--- src/rtl/rx_payload_deq_arb_if.sv ---
`default_nettype none

`ifndef FLOW_ID_W
`define FLOW_ID_W 8
`endif
`ifndef PAYLOAD_ENTRY_W
`define PAYLOAD_ENTRY_W 32
`endif

// ============================================================================
// Module   : rx_payload_deq_arb_if
// Purpose  : Request/response link between the payload-read arbiter and the
//            RX payload dequeue pipeline.
// Signals  : read_payload_req_val/flowid/rdy   - request channel (arb -> pipe)
//            read_payload_resp_val/is_empty/entry/rdy - response channel
//                                               (pipe -> arb), in request order
// Modports : master - arbiter side; slave - dequeue pipeline side
// Revision : 1.0 - initial release
// ============================================================================
interface rx_payload_deq_arb_if;

  logic                        read_payload_req_val;
  logic [`FLOW_ID_W-1:0]       read_payload_req_flowid;
  logic                        read_payload_req_rdy;

  logic                        read_payload_resp_val;
  logic                        read_payload_resp_is_empty;
  logic [`PAYLOAD_ENTRY_W-1:0] read_payload_resp_entry;
  logic                        read_payload_resp_rdy;

  modport master (
    output read_payload_req_val,
    output read_payload_req_flowid,
    input  read_payload_req_rdy,
    input  read_payload_resp_val,
    input  read_payload_resp_is_empty,
    input  read_payload_resp_entry,
    output read_payload_resp_rdy
  );

  modport slave (
    input  read_payload_req_val,
    input  read_payload_req_flowid,
    output read_payload_req_rdy,
    output read_payload_resp_val,
    output read_payload_resp_is_empty,
    output read_payload_resp_entry,
    input  read_payload_resp_rdy
  );

endinterface

`default_nettype wire

--- src/rtl/rx_payload_deq_arb.sv ---
`default_nettype none

`ifndef FLOW_ID_W
`define FLOW_ID_W 8
`endif
`ifndef PAYLOAD_ENTRY_W
`define PAYLOAD_ENTRY_W 32
`endif

// ============================================================================
// Module   : rx_payload_deq_arb
// Purpose  : Round-robin arbiter that shares one RX payload dequeue pipeline
//            among NUM_REQ requesters. Granted requester indices are kept in
//            a small tag FIFO so the in-order responses can be steered back
//            to the requester that issued them. No cycles are added on either
//            path; one request and one response can complete every cycle.
// Ports    : clk           - clock, all state on rising edge
//            rst           - asynchronous reset, active low
//            req_val       - per-requester request valid
//            req_flowid    - packed flow IDs, requester i in slice i
//            req_rdy       - per-requester request accepted
//            resp_val      - per-requester response valid (one-hot or zero)
//            resp_is_empty - shared queue-was-empty flag for the response
//            resp_entry    - shared payload entry for the response
//            resp_rdy      - per-requester response ready
//            rp            - link to the dequeue pipeline (master side)
// Revision : 1.0 - initial release
// ============================================================================
module rx_payload_deq_arb #(
  parameter int NUM_REQ   = 4,
  parameter int TAG_DEPTH = 4
) (
  input  logic                             clk,
  input  logic                             rst,
  input  logic [NUM_REQ-1:0]               req_val,
  input  logic [NUM_REQ*`FLOW_ID_W-1:0]    req_flowid,
  output logic [NUM_REQ-1:0]               req_rdy,
  output logic [NUM_REQ-1:0]               resp_val,
  output logic                             resp_is_empty,
  output logic [`PAYLOAD_ENTRY_W-1:0]      resp_entry,
  input  logic [NUM_REQ-1:0]               resp_rdy,
  rx_payload_deq_arb_if.master             rp
);

  localparam int c_REQ_IDX_W = (NUM_REQ > 1) ? $clog2(NUM_REQ) : 1;
  localparam int c_TAG_PTR_W = $clog2(TAG_DEPTH);
  localparam int c_CNT_W     = c_TAG_PTR_W + 1;

  // --------------------------------------------------------------------------
  // State
  // --------------------------------------------------------------------------
  logic [c_REQ_IDX_W-1:0] r_rr_ptr;
  logic [c_REQ_IDX_W-1:0] r_tag_mem [TAG_DEPTH];
  logic [c_TAG_PTR_W-1:0] r_wr_ptr;
  logic [c_TAG_PTR_W-1:0] r_rd_ptr;
  logic [c_CNT_W-1:0]     r_count;

  // --------------------------------------------------------------------------
  // Combinational signals
  // --------------------------------------------------------------------------
  logic [`FLOW_ID_W-1:0]  w_flowid [NUM_REQ];
  logic                   w_any;
  logic [c_REQ_IDX_W-1:0] w_grant_idx;
  logic [NUM_REQ-1:0]     w_grant;
  logic [c_REQ_IDX_W-1:0] w_rr_next;
  logic                   w_tag_full;
  logic                   w_tag_empty;
  logic                   w_req_ok;
  logic                   w_resp_ok;
  logic                   w_push;
  logic                   w_pop;
  logic [c_REQ_IDX_W-1:0] w_head;

  // Unpack the flat flow-ID bus into one slot per requester.
  generate
    for (genvar gi = 0; gi < NUM_REQ; gi++) begin : g_flowid_unpack
      assign w_flowid[gi] = req_flowid[gi*`FLOW_ID_W +: `FLOW_ID_W];
    end
  endgenerate

  // --------------------------------------------------------------------------
  // Round-robin grant: scan from r_rr_ptr upward, wrapping at NUM_REQ-1.
  // The sum carries one extra bit so the wrap works for any NUM_REQ, not
  // only powers of two.
  // --------------------------------------------------------------------------
  always_comb begin : p_grant
    logic [c_REQ_IDX_W:0] w_sum;
    w_sum       = '0;
    w_any       = 1'b0;
    w_grant_idx = '0;
    for (int k = 0; k < NUM_REQ; k++) begin
      w_sum = {1'b0, r_rr_ptr} + (c_REQ_IDX_W+1)'(k);
      if (w_sum >= (c_REQ_IDX_W+1)'(NUM_REQ)) begin
        w_sum = w_sum - (c_REQ_IDX_W+1)'(NUM_REQ);
      end
      if (!w_any && req_val[w_sum[c_REQ_IDX_W-1:0]]) begin
        w_any       = 1'b1;
        w_grant_idx = w_sum[c_REQ_IDX_W-1:0];
      end
    end
  end

  assign w_grant   = w_any ? (NUM_REQ'(1) << w_grant_idx) : '0;
  assign w_rr_next = (w_grant_idx == c_REQ_IDX_W'(NUM_REQ-1)) ? '0
                                                              : w_grant_idx + 1'b1;

  // --------------------------------------------------------------------------
  // Tag FIFO status. Full is taken from the registered count only, so a pop
  // in the same cycle never lets a new request slip in while full.
  // --------------------------------------------------------------------------
  assign w_tag_full  = (r_count == c_CNT_W'(TAG_DEPTH));
  assign w_tag_empty = (r_count == '0);
  assign w_head      = r_tag_mem[r_rd_ptr];

  // rst is folded in so every handshake output drops the instant reset is
  // asserted, without waiting for the asynchronous clear to reach the flops.
  assign w_req_ok  = rst & ~w_tag_full;
  assign w_resp_ok = rst & ~w_tag_empty;

  // --------------------------------------------------------------------------
  // Request path
  // --------------------------------------------------------------------------
  assign rp.read_payload_req_val    = w_req_ok & w_any;
  assign rp.read_payload_req_flowid = w_any ? w_flowid[w_grant_idx] : '0;
  assign req_rdy                    = w_grant & {NUM_REQ{w_req_ok & rp.read_payload_req_rdy}};
  assign w_push                     = rp.read_payload_req_val & rp.read_payload_req_rdy;

  // --------------------------------------------------------------------------
  // Response path: steered to the requester at the tag FIFO head. A stalled
  // head requester stalls the pipeline, keeping responses strictly in order.
  // --------------------------------------------------------------------------
  assign resp_val = (w_resp_ok & rp.read_payload_resp_val) ? (NUM_REQ'(1) << w_head) : '0;
  assign rp.read_payload_resp_rdy = w_resp_ok & resp_rdy[w_head];
  assign resp_is_empty            = rp.read_payload_resp_is_empty;
  assign resp_entry               = rp.read_payload_resp_entry;
  assign w_pop                    = rp.read_payload_resp_val & rp.read_payload_resp_rdy;

  // --------------------------------------------------------------------------
  // Round-robin pointer: advances past the winner only on an accepted request.
  // --------------------------------------------------------------------------
  always_ff @(posedge clk or negedge rst) begin
    if (!rst) begin
      r_rr_ptr <= '0;
    end else if (w_push) begin
      r_rr_ptr <= w_rr_next;
    end
  end

  // --------------------------------------------------------------------------
  // Tag FIFO storage and pointers. Power-of-two depth lets the pointers wrap
  // naturally; the count is one bit wider to distinguish full from empty.
  // --------------------------------------------------------------------------
  always_ff @(posedge clk or negedge rst) begin
    if (!rst) begin
      r_wr_ptr <= '0;
      r_rd_ptr <= '0;
      r_count  <= '0;
      for (int i = 0; i < TAG_DEPTH; i++) begin
        r_tag_mem[i] <= '0;
      end
    end else begin
      if (w_push) begin
        r_tag_mem[r_wr_ptr] <= w_grant_idx;
        r_wr_ptr            <= r_wr_ptr + 1'b1;
      end
      if (w_pop) begin
        r_rd_ptr <= r_rd_ptr + 1'b1;
      end
      unique case ({w_push, w_pop})
        2'b10:   r_count <= r_count + 1'b1;
        2'b01:   r_count <= r_count - 1'b1;
        default: r_count <= r_count;
      endcase
    end
  end

endmodule

`default_nettype wire

--- src/flat_wrapper.sv ---
// flat-port wrapper written by rule: the top's interface ports become plain ports
module rx_payload_deq_arb_flat 
#(
  parameter int NUM_REQ   = 4,
  parameter int TAG_DEPTH = 4
)
  (clk, rst, req_val, req_flowid, req_rdy, resp_val, resp_is_empty, resp_entry, resp_rdy, rp_read_payload_req_val, rp_read_payload_req_flowid, rp_read_payload_req_rdy, rp_read_payload_resp_val, rp_read_payload_resp_is_empty, rp_read_payload_resp_entry, rp_read_payload_resp_rdy);
  rx_payload_deq_arb_if rp_i ();
  input  logic clk;
  input  logic rst;
  input  logic [NUM_REQ-1:0] req_val;
  input  logic [NUM_REQ*`FLOW_ID_W-1:0] req_flowid;
  output logic [NUM_REQ-1:0] req_rdy;
  output logic [NUM_REQ-1:0] resp_val;
  output logic resp_is_empty;
  output logic [`PAYLOAD_ENTRY_W-1:0] resp_entry;
  input  logic [NUM_REQ-1:0] resp_rdy;
  output wire logic [$bits(rp_i.read_payload_req_val)-1:0] rp_read_payload_req_val;
  output wire logic [$bits(rp_i.read_payload_req_flowid)-1:0] rp_read_payload_req_flowid;
  input wire logic [$bits(rp_i.read_payload_req_rdy)-1:0] rp_read_payload_req_rdy;
  input wire logic [$bits(rp_i.read_payload_resp_val)-1:0] rp_read_payload_resp_val;
  input wire logic [$bits(rp_i.read_payload_resp_is_empty)-1:0] rp_read_payload_resp_is_empty;
  input wire logic [$bits(rp_i.read_payload_resp_entry)-1:0] rp_read_payload_resp_entry;
  output wire logic [$bits(rp_i.read_payload_resp_rdy)-1:0] rp_read_payload_resp_rdy;
  assign rp_read_payload_req_val = rp_i.read_payload_req_val;
  assign rp_read_payload_req_flowid = rp_i.read_payload_req_flowid;
  assign rp_i.read_payload_req_rdy = rp_read_payload_req_rdy;
  assign rp_i.read_payload_resp_val = rp_read_payload_resp_val;
  assign rp_i.read_payload_resp_is_empty = rp_read_payload_resp_is_empty;
  assign rp_i.read_payload_resp_entry = rp_read_payload_resp_entry;
  assign rp_read_payload_resp_rdy = rp_i.read_payload_resp_rdy;
  rx_payload_deq_arb #(.NUM_REQ(NUM_REQ), .TAG_DEPTH(TAG_DEPTH)) u_core (.clk(clk), .rst(rst), .req_val(req_val), .req_flowid(req_flowid), .req_rdy(req_rdy), .resp_val(resp_val), .resp_is_empty(resp_is_empty), .resp_entry(resp_entry), .resp_rdy(resp_rdy), .rp(rp_i));
endmodule
--- config.mk ---
export PLATFORM = sky130hd
export DESIGN_NAME = rx_payload_deq_arb_flat
export DESIGN_NICKNAME = d
export VERILOG_FILES = /design/src/rtl/rx_payload_deq_arb_if.sv /design/src/rtl/rx_payload_deq_arb.sv /design/src/flat_wrapper.sv
export SDC_FILE = /design/constraint.sdc
export NUM_CORES = 1
export LEC_CHECK = 0
export ABC_AREA = 1
export CAP_MARGIN = 10
export CORE_MARGIN = 2
export CORE_UTILIZATION = 40
export DETAILED_ROUTE_END_ITERATION = 7
export PLACE_DENSITY = 0.87
export SYNTH_ARGS = -nofsm -noshare
export SYNTH_HDL_FRONTEND = slang
export SYNTH_SLANG_ARGS = --single-unit
--- constraint.sdc ---
create_clock -name clk -period 4.95 [get_ports clk]
set_clock_uncertainty 0.2 [all_clocks]
set_input_delay 0.99 -clock clk [delete_from_list [all_inputs] [get_ports clk]]
set_output_delay 0.99 -clock clk [all_outputs]
set_load 0.03 [all_outputs]
* Yosys cells after proc, flatten, opt, wreduce, memory -nomap -nowiden
Cells that the tools add are included.
** Storage, ports and cells
- ROM bits :: 0
- Bits in registers :: 17
- Memories kept :: 0
- Bits in latches :: 0
- RAM bits :: 0
- Word-level logic and storage cells :: 98
- Output and inout port bits :: 51
** Operators by class
- Muxes and demuxes :: 36
- Shift operators :: 2
- Equality and inequality tests :: 4
- Reduce and logical (&&, ||, !) cells :: 9
- Multipliers :: 0
- Divide/modulo/power cells :: 0
- Add/subtract/negate cells :: 12
- Magnitude comparators :: 13
- Bitwise logic cells :: 14
** Operators by type and width (count)
- 2-bit 2-to-1 mux :: 12
- 8-bit 2-to-1 mux :: 3
- 3-bit >= comparator, second input constant :: 6
- 8-bit binary-select mux with 2-bit select :: 1
- 2-bit by 3-bit < comparator with 1-bit output, second input constant :: 5
- 1-bit binary-select mux with 2-bit select :: 5
- 1-bit 2-to-1 mux :: 9
- 2-bit NOT with 3-bit output :: 3
- 1-bit bitwise AND :: 8
- 8-bit bitwise mux :: 1
- 4-bit 2-to-1 mux :: 2
- 1-bit by 2-bit << shifter with 4-bit output, first input constant :: 2
- 2-bit by 1-bit subtractor with 2-bit output, second input constant :: 4
- 2-bit by 1-bit adder with 2-bit output, second input constant :: 3
- 2-bit by 2-bit adder with 3-bit output, second input constant :: 2
- 3-bit one-hot mux with 2 select lines :: 1
- 4-bit bitwise AND :: 1
- 2-bit binary-select mux with 2-bit select :: 1
- 2-bit demux with 2-bit select :: 1
- 2-bit == test, second input constant :: 2
- 1-bit logical AND :: 4
- 2-bit by 1-bit adder with 3-bit output, second input constant :: 1
- 3-bit by 1-bit adder with 3-bit output, second input constant :: 1
- 3-bit == test, second input constant :: 1
- other kinds (8) :: 11

* Longest topological paths before layout
- Depth after elaboration :: 19
- Gate-level depth with buffers :: 16

* Worst setup path after synthesis
Ideal clock, no wire load.
- Kind :: input -> output
- Start :: in req_val[3]
- End :: out req_rdy[3]
- Stages :: 13
- Data arrival time :: 2469 ps
- Setup slack :: 1291 ps
- Cells stage by stage :: inv_1 -> nand2_2 -> nand3_2 -> nand2_4 -> inv_1 -> nand2_1 -> nor2_2 -> nand2_4 -> nand2_4 -> buf_6 -> ha_1 -> inv_1 -> nor2_1
** On the way
- Longest elaborated chain between the ends :: 15
- Elaborated cells on any way between the ends :: 25
- Classes of those cells :: 1 x shift; 17 x mux; 1 x bitwise; 6 x reduce/logical
** RTL lines
- start: declaration :: RTL line flat_wrapper.sv:11 : input logic [NUM_REQ-1:0] req_val;
- 1-bit binary-select mux with 2-bit select :: RTL line rx_payload_deq_arb.sv:96 : if (!w_any && req_val[w_sum[c_REQ_IDX_W-1:0]]) begin
- 1-bit 2-to-1 mux (not written as such) :: RTL line rx_payload_deq_arb.sv:96
- 1-bit 2-to-1 mux :: RTL line rx_payload_deq_arb.sv:96
- 1-bit zero test :: RTL line rx_payload_deq_arb.sv:96
- 1-bit logical AND :: RTL line rx_payload_deq_arb.sv:96
- 1-bit 2-to-1 mux :: RTL line rx_payload_deq_arb.sv:96
- 1-bit zero test :: RTL line rx_payload_deq_arb.sv:96
- 1-bit logical AND :: RTL line rx_payload_deq_arb.sv:96
- 1-bit 2-to-1 mux :: RTL line rx_payload_deq_arb.sv:96
- 1-bit zero test :: RTL line rx_payload_deq_arb.sv:96
- 1-bit logical AND :: RTL line rx_payload_deq_arb.sv:96
- 2-bit 2-to-1 mux (*) :: RTL line rx_payload_deq_arb.sv:96
- via u_core.w_grant_idx[0] :: RTL line rx_payload_deq_arb.sv:63 : logic [c_REQ_IDX_W-1:0] w_grant_idx;
- 1-bit by 2-bit << shifter with 4-bit output (*) :: RTL line rx_payload_deq_arb.sv:103 : assign w_grant = w_any ? (NUM_REQ'(1) << w_grant_idx) : '0;
- 4-bit 2-to-1 mux (*) :: RTL line rx_payload_deq_arb.sv:103
- 4-bit bitwise AND (*) :: RTL line rx_payload_deq_arb.sv:125 : assign req_rdy = w_grant & {NUM_REQ{w_req_ok & rp.read_payload_req_rdy}};
- end: declaration :: RTL line flat_wrapper.sv:13 : output logic [NUM_REQ-1:0] req_rdy;
The timed path passes the listed nets; every way through them passes the cells marked *. The select of a mux whose other input is x is not followed.

* Final worst setup path
- Start :: in req_val[2]
- End :: out req_rdy[3]
The elaborated chain is that of the path after synthesis.

==> run_results.csv <==
group,metric,value,unit
die,dieArea,5623,um^2
logic_synthesis,synth_nets,389,
power_and_ir_drop,combPwrFrac,81.4,%
timing,finalCriticalPeriod,4.681,ns
timing,slew_headroom,69.43,%
worst_setup_path,crit_slowest_cell,"clkdlybuf4s50_1",
worst_hold_path,hp-class,"register to register",
worst_setup_path,crit_path_max_fanout,10,
power_and_ir_drop,power_leakage,1.277,nW
logic_synthesis,synth.area.top_cells,"dfrtp_1, buf_4, nand2_1, inv_1, nand3_1",
clock_tree,clk_pin_slew_worst_paths,0.06,ns
cells_and_area,drive_gt1_share,12.65,%
placed_design,hpwlAfterDp,3481,um
logic_synthesis,synth_area,2016,um^2
worst_hold_path,min_from,"u_core.r_count[0]",
die,die_w,74.99,um
logic_synthesis,ys_seq_area_share,21.10,%
power_and_ir_drop,pwr_density_cell,812.4,nW/um^2
die,rows,25,
logic_synthesis,synth_cells,302,
worst_setup_path,slowest_delay,0.59,ns
timing,setup_viol,0,
detailed_routing,wirelength,4330,um
timing,setup_tns,0,ns
timing,whs,0.2815,ns
detailed_routing,post_drt_via_cell_ratio,4.697,
timing,tightest_slew,0.4586,ns
status,outcome,"complete, no violations",
clock_tree,insertion_delay,0.25,ns
worst_setup_path,cp-start-kind,"input pin",
grt,top_usage_layer,"met2",
cells_and_area,register_area,425.4,um^2
power_and_ir_drop,p_sw,0.001149,W
grt,antenna_found_initial,0,
worst_setup_path,cp-end-kind,"primary output",
worst_setup_path,reg2reg_from,"u_core.r_rr_ptr[0]",
grt,grt_pass1_vias,1776,
detailed_routing,drtIter0Drc,90,
placed_design,gp_congestion,0.7829,
clock_tree,cts_buffer_depth,2,
timing,hold_viol,0,
detailed_routing,drc_errors,0,
worst_setup_path,rrSetupSlack,2.01,ns
placed_design,port_buffers,61,
cells_and_area,finalNetCount,420,
grt,grt_pass1_wl,7279,um
power_and_ir_drop,p_sw_share,56.62,%
power_and_ir_drop,irDropWorstVdd,0.6489,mV
worst_setup_path,required,3.76,ns
logic_synthesis,ys_ff_latch,17,
clock_tree,cts_setup_buffers,0,
run,cap_viol_max_count,0,
power_and_ir_drop,pwr-share-seq,13.4,%
detailed_routing,drt_pass1_iterations,4,
worst_setup_path,worst_ep_arrival_time,3.49,ns
clock_tree,cts-root-buf,"clkbuf_8",
power_and_ir_drop,clockPowerShare,5.2,%
cells_and_area,synthToLayoutAreaGrowth,23.96,%
die,initial_utilization,42.12,%
detailed_routing,vias,1874,
cells_and_area,fillers,443,
logic_synthesis,synthDistinctLibCells,28,
worst_setup_path,path_common_cell,"nand3_1",
die,die_h,74.99,um
worst_setup_path,crit_start,"req_val[2]",
clock_tree,cts-htree-levels,1,
clock_tree,cts_sinks,17,
clock_tree,cts_made_buffers,3,
logic_synthesis,yosysWarnings,0,
worst_setup_path,cp_top_family,"buffers and inverters",
grt,gr-usage-all-layers,16.17,%
detailed_routing,wl_per_cell,10.85,um
die,ios,128,
timing,fin_crit_sh,94.57,%
logic_synthesis,syn_area_per_cell,6.674,um^2
power_and_ir_drop,internal_power,0.0008805,W
detailed_routing,ant_nets,0,
worst_setup_path,cp_num_buf_inv,6,
timing,fmax,213.6,MHz
cells_and_area,antenna_cells,0,
grt,use_met2,29.82,%
logic_synthesis,yosys.area.top_type,"dfrtp_1",
worst_setup_path,crit_type,"input pin to primary output",
timing,drv_slew,0,
cells_and_area,multi_input_area,1091,um^2
grt,grt_remaining_overflow,0,
die,core_area,4786,um^2
clock_tree,cts_tree,"done",
timing,rsz0062_at_grt,"no",
logic_synthesis,synth.top_cell.area_share,21.10,%
grt,grt_max_degree,21,
grt,met1_usage,18.96,%
grt,met3_usage,3.882,%
worst_setup_path,crit_chain,"clkdlybuf4s50_1, inv_1, nand2_1, nand3_1, nand2_1, clkinv_1, nand3_1, nand3_1, nand2_2, clkinvlp_4, ha_1, inv_1, nor2_1, clkdlybuf4s50_1",
final timing paths:
| kind | endpoint | depth (start not counted) |
|---|---|---|
| max reg2reg | u_core.r_count[2] | 16 |
| min | u_core.r_count[0] | 1 |
| max | req_rdy[3] | 14 |
| max in group asynchronous | u_core.r_rd_ptr[1] | 2 |
| min reg2reg | u_core.r_count[0] | 1 |
| min in group asynchronous | u_core.r_rr_ptr[1] | 2 |
state kept, by name, summed over array words and instances, names as in the netlist:
| name | cells |
|---|---|
| u_core.r_tag_mem | 8 |
| u_core.r_count | 3 |
| u_core.r_rd_ptr | 2 |
| u_core.r_rr_ptr | 2 |
| u_core.r_wr_ptr | 2 |
layer usage:
metal / routed length (um) / share of wire [%]
met5: 0 / 0
met4: 42 / 0.97
met3: 332 / 7.7
met2: 2146 / 50
met1: 1808 / 42
cells by family (layout without fill, tap and decap cells):
kind of cell / count (synthesis) / in the layout / synth area share [%]
flops: 17 / 17 / 21.11
xor+xnor: 5 / 5 / 2.173
compound gates: 30 / 30 / 7.759
simple gates: 147 / 147 / 37.49
buf+inv: 93 / 123 / 24.89
fa+ha+maj: 10 / 10 / 6.580
through the flow:
stage / area [um^2] / worst slack (ns) / util [%] / instances / total power, W
final: 2499 / 0.2686 / 52.21 / 399 / 0.002030
after global routing: 2499 / 0.003249 / 52.21 / 399 / 0.002210
after CTS: 2487 / 0.08385 / 51.97 / 399 / 0.002035
after detailed placement: 2439 / 0.08822 / 50.95 / 395 / 0.001911
after global placement: 2439 / 0.1755 / 50.95 / 395 / 0.001877
after floorplan: 2016 / 1.291 / - / 302 / 0.001500
repair_timing:
item	in CTS	in global routing
hold buffers	0	0
endpoints found under the hold margin	0	0
setup endpoints to repair	0	10
gates resized for setup	0	4
cell type report:
cell class	instances	area share [%]
clock buffer	3	1.652
clock inverter	1	0.3005
inverter	55	8.463
multi-input combinational	192	43.67
sequential	17	17.03
tap	67	3.355
timing repair buffer	64	25.54
Yosys cell counts:
| library cell | number |
|---|---|
| nand2_1 | 61 |
| inv_1 | 49 |
| buf_4 | 34 |
| nand3_1 | 33 |
| nand2_2 | 18 |
| o21ai_0 | 18 |
| dfrtp_1 | 17 |
| nor2_1 | 14 |
| a21oi_1 | 9 |
| ha_1 | 9 |
| nand3b_1 | 8 |
| nand2_4 | 5 |
| buf_6 | 3 |
| inv_2 | 3 |
| xor2_1 | 3 |
| a31oi_1 | 2 |
| clkinv_1 | 2 |
| nand3_2 | 2 |
| nor3_1 | 2 |
| xnor2_1 | 2 |
| buf_2 | 1 |
| clkinv_2 | 1 |
| fa_1 | 1 |
| nand3_4 | 1 |
| nand4_1 | 1 |
| nor2_2 | 1 |
| nor2_8 | 1 |
| o21ai_2 | 1 |
cells in the final DEF (no fill, tap or decap), drive strengths merged, types with 2 or more instances in the layout:
cell	instances
dlymetal6s2s	2
buf	3
xor2	3
nand3	36
o21ai	19
clkdlybuf4s50	59
nand2	84
xnor2	2
nor2	16
a21oi	9
clkbuf	3
clkinv	2
a31oi	2
dfrtp	17
nor3	2
nand3b	8
ha	9
inv	52
clkinvlp	2
power by group through the flow:
stage | clock network, W | registers [W] | logic [W]
5_1_grt | 0.000114 | 0.000284 | 0.00181
3_3_place_gp | 0 | 0.000270 | 0.00161
6_report | 0.000106 | 0.000272 | 0.00165
4_1_cts | 0.000110 | 0.000271 | 0.00165
3_5_place_dp | 0 | 0.000273 | 0.00164
2_1_floorplan | 0 | 0.000248 | 0.00125
(Power assumes the default switching activity.)
